==> src/rtl/count_extender.sv <==
// Extends a 4-bit up/down count to an EXT_W-bit position using an epoch register and flags illegal jumps.
// Optional direction cross-check against UpOrDown when COUNT_EXT_DIR_CHECK_EN is defined.
module count_extender #(
    parameter int EXT_W = 12
) (
    input  logic             Clk,
    input  logic             reset,
    input  logic [3:0]       Count,
    input  logic             UpOrDown,
    input  logic             err_clr,
    output logic [EXT_W-1:0] ext_count,
    output logic             valid,
    output logic             wrap_up,
    output logic             wrap_down,
    output logic             step_err,
    output logic             dir_err
);

    localparam int EPOCH_W = EXT_W - 4;
    localparam logic [EPOCH_W-1:0] EPOCH_ONE = EPOCH_W'(1'b1);

    typedef enum logic [1:0] {
        ST_INIT  = 2'd0,
        ST_TRACK = 2'd1,
        ST_FAULT = 2'd2
    } state_t;

    state_t             state_q, state_d;
    logic [3:0]         prev_q, prev_d;
    logic [EPOCH_W-1:0] epoch_q, epoch_d;
    logic [EXT_W-1:0]   ext_q, ext_d;
    logic               valid_q, valid_d;
    logic               wrap_up_q, wrap_up_d;
    logic               wrap_down_q, wrap_down_d;
    logic               step_err_q, step_err_d;
    logic [3:0]         delta_s;
    logic               flag_clr_s;
    logic               step_up_s;
    logic               step_dn_s;

    assign delta_s = Count - prev_q;

    // Next-state and output decode for the tracking FSM
    always_comb begin
        state_d     = state_q;
        prev_d      = prev_q;
        epoch_d     = epoch_q;
        ext_d       = ext_q;
        valid_d     = valid_q;
        wrap_up_d   = 1'b0;
        wrap_down_d = 1'b0;
        step_err_d  = step_err_q;
        flag_clr_s  = 1'b0;
        step_up_s   = 1'b0;
        step_dn_s   = 1'b0;
        case (state_q)
            ST_INIT: begin
                prev_d     = Count;
                epoch_d    = {EPOCH_W{1'b0}};
                ext_d      = {{EPOCH_W{1'b0}}, Count};
                valid_d    = 1'b1;
                step_err_d = 1'b0;
                flag_clr_s = 1'b1;
                state_d    = ST_TRACK;
            end
            ST_TRACK: begin
                if (err_clr) begin
                    // err_clr outranks any step seen in the same cycle
                    epoch_d    = {EPOCH_W{1'b0}};
                    step_err_d = 1'b0;
                    flag_clr_s = 1'b1;
                    state_d    = ST_INIT;
                end else begin
                    case (delta_s)
                        4'd0: begin
                            prev_d = prev_q;
                        end
                        4'd1: begin
                            step_up_s = 1'b1;
                            wrap_up_d = (prev_q == 4'd15);
                            epoch_d   = (prev_q == 4'd15) ? (epoch_q + EPOCH_ONE) : epoch_q;
                            prev_d    = Count;
                            ext_d     = {epoch_d, Count};
                        end
                        4'd15: begin
                            step_dn_s   = 1'b1;
                            wrap_down_d = (prev_q == 4'd0);
                            epoch_d     = (prev_q == 4'd0) ? (epoch_q - EPOCH_ONE) : epoch_q;
                            prev_d      = Count;
                            ext_d       = {epoch_d, Count};
                        end
                        default: begin
                            step_err_d = 1'b1;
                            valid_d    = 1'b0;
                            state_d    = ST_FAULT;
                        end
                    endcase
                end
            end
            ST_FAULT: begin
                if (err_clr) begin
                    step_err_d = 1'b0;
                    flag_clr_s = 1'b1;
                    state_d    = ST_INIT;
                end else begin
                    state_d = ST_FAULT;
                end
            end
            default: begin
                state_d = ST_INIT;
            end
        endcase
    end

    // State and output registers
    always_ff @(posedge Clk) begin
        if (reset) begin
            state_q     <= ST_INIT;
            prev_q      <= 4'd0;
            epoch_q     <= {EPOCH_W{1'b0}};
            ext_q       <= {EXT_W{1'b0}};
            valid_q     <= 1'b0;
            wrap_up_q   <= 1'b0;
            wrap_down_q <= 1'b0;
            step_err_q  <= 1'b0;
        end else begin
            state_q     <= state_d;
            prev_q      <= prev_d;
            epoch_q     <= epoch_d;
            ext_q       <= ext_d;
            valid_q     <= valid_d;
            wrap_up_q   <= wrap_up_d;
            wrap_down_q <= wrap_down_d;
            step_err_q  <= step_err_d;
        end
    end

    assign ext_count = ext_q;
    assign valid     = valid_q;
    assign wrap_up   = wrap_up_q;
    assign wrap_down = wrap_down_q;
    assign step_err  = step_err_q;

`ifdef COUNT_EXT_DIR_CHECK_EN
    logic dir_q;
    logic dir_err_q, dir_err_d;

    // Direction is that of the previous cycle, which produced the current Count
    always_comb begin
        dir_err_d = dir_err_q;
        if (flag_clr_s) begin
            dir_err_d = 1'b0;
        end else if ((step_up_s && dir_q) || (step_dn_s && !dir_q)) begin
            dir_err_d = 1'b1;
        end else begin
            dir_err_d = dir_err_q;
        end
    end

    // Direction sample and sticky mismatch flag
    always_ff @(posedge Clk) begin
        if (reset) begin
            dir_q     <= 1'b0;
            dir_err_q <= 1'b0;
        end else begin
            dir_q     <= UpOrDown;
            dir_err_q <= dir_err_d;
        end
    end

    assign dir_err = dir_err_q;
`else
    logic dir_unused_s;
    assign dir_unused_s = ^{UpOrDown, step_up_s, step_dn_s};
    assign dir_err      = 1'b0;
`endif

endmodule

==> config.mk <==
export PLATFORM = sky130hd
export DESIGN_NAME = count_extender
export DESIGN_NICKNAME = d
export VERILOG_FILES = /design/src/rtl/count_extender.sv
export SDC_FILE = /design/constraint.sdc
export NUM_CORES = 1
export LEC_CHECK = 0
export BUFFER_PORTS_ARGS = -buffer_cell sky130_fd_sc_hd__buf_2
export CAP_MARGIN = 20
export CORE_MARGIN = 2
export CORE_UTILIZATION = 49
export CTS_BUF_LIST = sky130_fd_sc_hd__clkbuf_4
export DETAILED_ROUTE_END_ITERATION = 10
export GPL_ROUTABILITY_DRIVEN = 0
export GPL_TIMING_DRIVEN = 0
export HOLD_SLACK_MARGIN = 0.15
export PLACE_DENSITY_LB_ADDON = 0.05
export SLEW_MARGIN = 20
export SYNTH_ARGS = -nofsm -noshare
export SYNTH_HDL_FRONTEND = slang
export SYNTH_SLANG_ARGS = --single-unit
==> constraint.sdc <==
create_clock -name Clk -period 2.42 [get_ports Clk]
set_input_delay 0.242 -clock Clk [delete_from_list [all_inputs] [get_ports Clk]]
set_output_delay 0.242 -clock Clk [all_outputs]
set_load 0.02 [all_outputs]
==> qor.csv <==
stage;metric;value;unit
power_and_ir_drop;p_leak;0.9155;nW
sta;worst_slack;-142.1;ps
global_route;grt_max_degree;11;
die;rows;20;
yosys;ys_top_cells_by_area;dfxtp_1, a22o_1, ha_1;
final_layout;antenna_cells;0;
detailed_routing;vias_per_cell;5.574;
yosys;yosysWarnings;0;
detailed_routing;dr_total_vias;1388;
global_route;overflow;0;
sta;fin_skew;8.055;ps
detailed_routing;ant_nets;0;
die;start_util;51.52;%
detailed_routing;drt_wl_total;3.671;mm
sta;rsz0062_at_grt;yes;
worst_setup_path;worstSetupEndpointType;register;
sta;holdWs;186.2;ps
worst_setup_path;rr_startpoint;prev_q[0]$_SDFFE_PP0P_;
global_route;antenna_found_initial;0;
run;max-cap-violations;0;
clock_network;cts_root_buf;clkbuf_4;
sta;setup_viol;21;
yosys;synth_area;1573;um^2
clock_network;cts_made_buffers;5;
yosys;synth_ff_type;dfxtp_1;
sta;worstMarginPinSlew;751.0;ps
yosys;synth_area_leader_cell;dfxtp_1;
yosys;syn_inst;164;
detailed_routing;drt_iter0_markers;37;
die;ioPinCount;25;
detailed_routing;dr.pass1.iters;4;
worst_setup_path;crit_arrival;2810;ps
placement;place_ws;-390.5;ps
run_status;status;finished with violations;
sta;fin_crit_sh;105.9;%
global_route;first_global_vias;1306;
yosys;ys_seq_area_share;38.19;%
placement;io_buffers;21;
sta;max_clock_freq;390.3;MHz
sta;relSlewSlack;49.47;%
global_route;grt_use_total;22.22;%
detailed_routing;drc;0;
worst_setup_path;crit_type;reg -> reg;
yosys;ys_async_sr_fraction;0;%
power_and_ir_drop;vdd_drop_max;0.4410;mV
die;die_h;60.66;um
placement;hpwl;2.372;mm
yosys;synth_cell_types;42;
clock_network;tritoncts;built;
sta;slew_viol_final;0;
clock_network;htreeDepth;2;
power_and_ir_drop;cellPowerDensity;645.9;nW/um^2
clock_network;worstSkewPairLatency;350;ps
sta;finalHoldViolations;0;
die;coreArea;3053;um^2
run_status;violations;negative setup slack;
final_layout;drive_gt1_share;37.07;%
worst_setup_path;critPathLaunchType;register;
clock_network;cts_buffer_depth;2;
yosys;syn_area_per_cell;9.590;um^2
hold_path;hp-class;in -> reg;
yosys;syn_nets;182;
hold_path;hold_start;Count[1];
worst_setup_path;crit_fanout;6;
final_layout;syn_to_final_growth;35.80;%
die;die_w;60.66;um
yosys;synth.top_cell.area_share;38.19;%
global_route;grt_pass1_wl;5.961;mm
die;dieArea;3679;um^2
detailed_routing;avgRoutedWirePerCell;14.74;um
final_layout;fin_nets;222;
sta;fin_crit;2562;ps
yosys;synth-edff-count;0;
clock_network;cts_sinks;30;
worst_setup_path;critPathLaunch;prev_q[0]$_SDFFE_PP0P_;
yosys;ys_ff_latch;30;
clock_network;clkTransAtPathRegs;90;ps
worst_setup_path;cp.required;2660;ps
## cell type report
cell class / count / area (um^2)
fill: 241 / 917.1
inverter: 9 / 33.78
timing repair buffer: 34 / 236.5
sequential: 30 / 606.8
clock inverter: 3 / 15.01
buffer: 7 / 56.30
multi-input combinational: 117 / 1095
clock buffer: 5 / 37.54
tap: 44 / 55.05
## critical path: stages (launching register included)
cell and delay, ps:
dfxtp_4 370, ha_4 160, buf_4 120, buf_4 120
nand3b_1 220, and3_2 280, or3_4 460, buf_8 170
mux2i_4 180, xor2_1 180, a22o_1 220
## final timing paths
kind	to	slack, ps	depth (start not counted)
setup reg to reg	ext_count[10]$_SDFFE_PP0P_	-140	10
hold reg to reg	step_err$_SDFFE_PP0P_	470	1
hold / removal	ext_count[1]$_SDFFE_PP0P_	190	2
setup / recovery	ext_count[10]$_SDFFE_PP0P_	-140	10
## per-layer routing
metal	vias up	GRT usage (%)	part of all wire [%]
li1	685	-	-
met1	659	28.57	45
met2	33	34.41	47
met3	11	6.183	4.9
met4	0	10.87	2.5
met5	-	0	0
## through the flow
| stage | power [mW] | instance area, um^2 | std cells | TNS, ps | util, % |
|---|---|---|---|---|---|
| after global placement | 0.9339 | 1807 | 229 | -6908 | 59.18 |
| after global routing | 1.469 | 2136 | 249 | -3071 | 69.96 |
| final | 1.380 | 2136 | 249 | -1473 | 69.96 |
| after floorplan | 0.8623 | 1647 | 164 | -60.39 | - |
| after detailed placement | 0.9466 | 1807 | 229 | -7846 | 59.18 |
| after CTS | 1.324 | 2032 | 246 | -353.7 | 66.56 |
## repair_timing
action | CTS | global route
setup buffers | 4 | 3
setup endpoints to repair | 28 | 27
hold endpoints to repair | 6 | 0
cloned | 1 | 1
hold buffers | 4 | 0
pin swaps | 9 | 19
resized for setup | 18 | 17
## flip-flops by register name, indices dropped and copies added, names as in the netlist
register   count
ext_count     12
epoch_q        8
prev_q         4
state_q        2
step_err       1
valid          1
wrap_down      1
wrap_up        1
## cell usage after synthesis, types with 2 or more instances
master,number
nor2_1,5
ha_1,9
xnor2_1,3
a21oi_1,9
a22o_1,22
buf_2,2
inv_1,9
nor2b_1,5
clkbuf_1,3
nand2_1,8
xor2_1,6
nand4_1,4
nand3_1,4
nor4_1,2
o21ai_0,2
dfxtp_1,30
buf_4,2
a21bo_2,2
mux2i_1,5
nand2b_1,2
nor3_1,6
o31ai_1,2
and3_1,3
## cells in the final DEF (no fill, tap or decap), types with 2 or more instances in the layout
cell and count:
a21bo_2 2, a21oi_1 5, a21oi_4 3, a22o_1 22
buf_2 21, buf_4 8, buf_6 3, clkbuf_1 3
clkbuf_4 5, dfxtp_1 27, dfxtp_2 2, dlygate4sd3_1 4
ha_1 7, ha_4 2, inv_1 8, mux2i_1 3
nand2_1 6, nand2_2 2, nand2b_1 2, nand3_1 4
nand4_1 4, nor2_1 5, nor2b_1 4, nor3_1 5
nor4_1 2, xnor2_1 3, xor2_1 4, xor2_2 2
## cells by family after synthesis
family	Yosys count	share of synthesized area, %
DFF	30	38.19
muxes	5	3.182
buffers and inverters	17	5.171
AOI/OAI and AO/OA	48	24.18
xor gates and xnor gates	9	5.012
adders and majority gates	10	8.433
and+or+nand+nor	44	15.59
other	1	0.2384
## power breakdown
group | switching [mW] | total [mW] | internal (mW)
combinational | 0.286 | 0.525 | 0.239
sequential | 0.0314 | 0.559 | 0.527
clock | 0.187 | 0.295 | 0.109
total | 0.505 | 1.38 | 0.875
No activity file was read; power rests on OpenSTA's default activity.
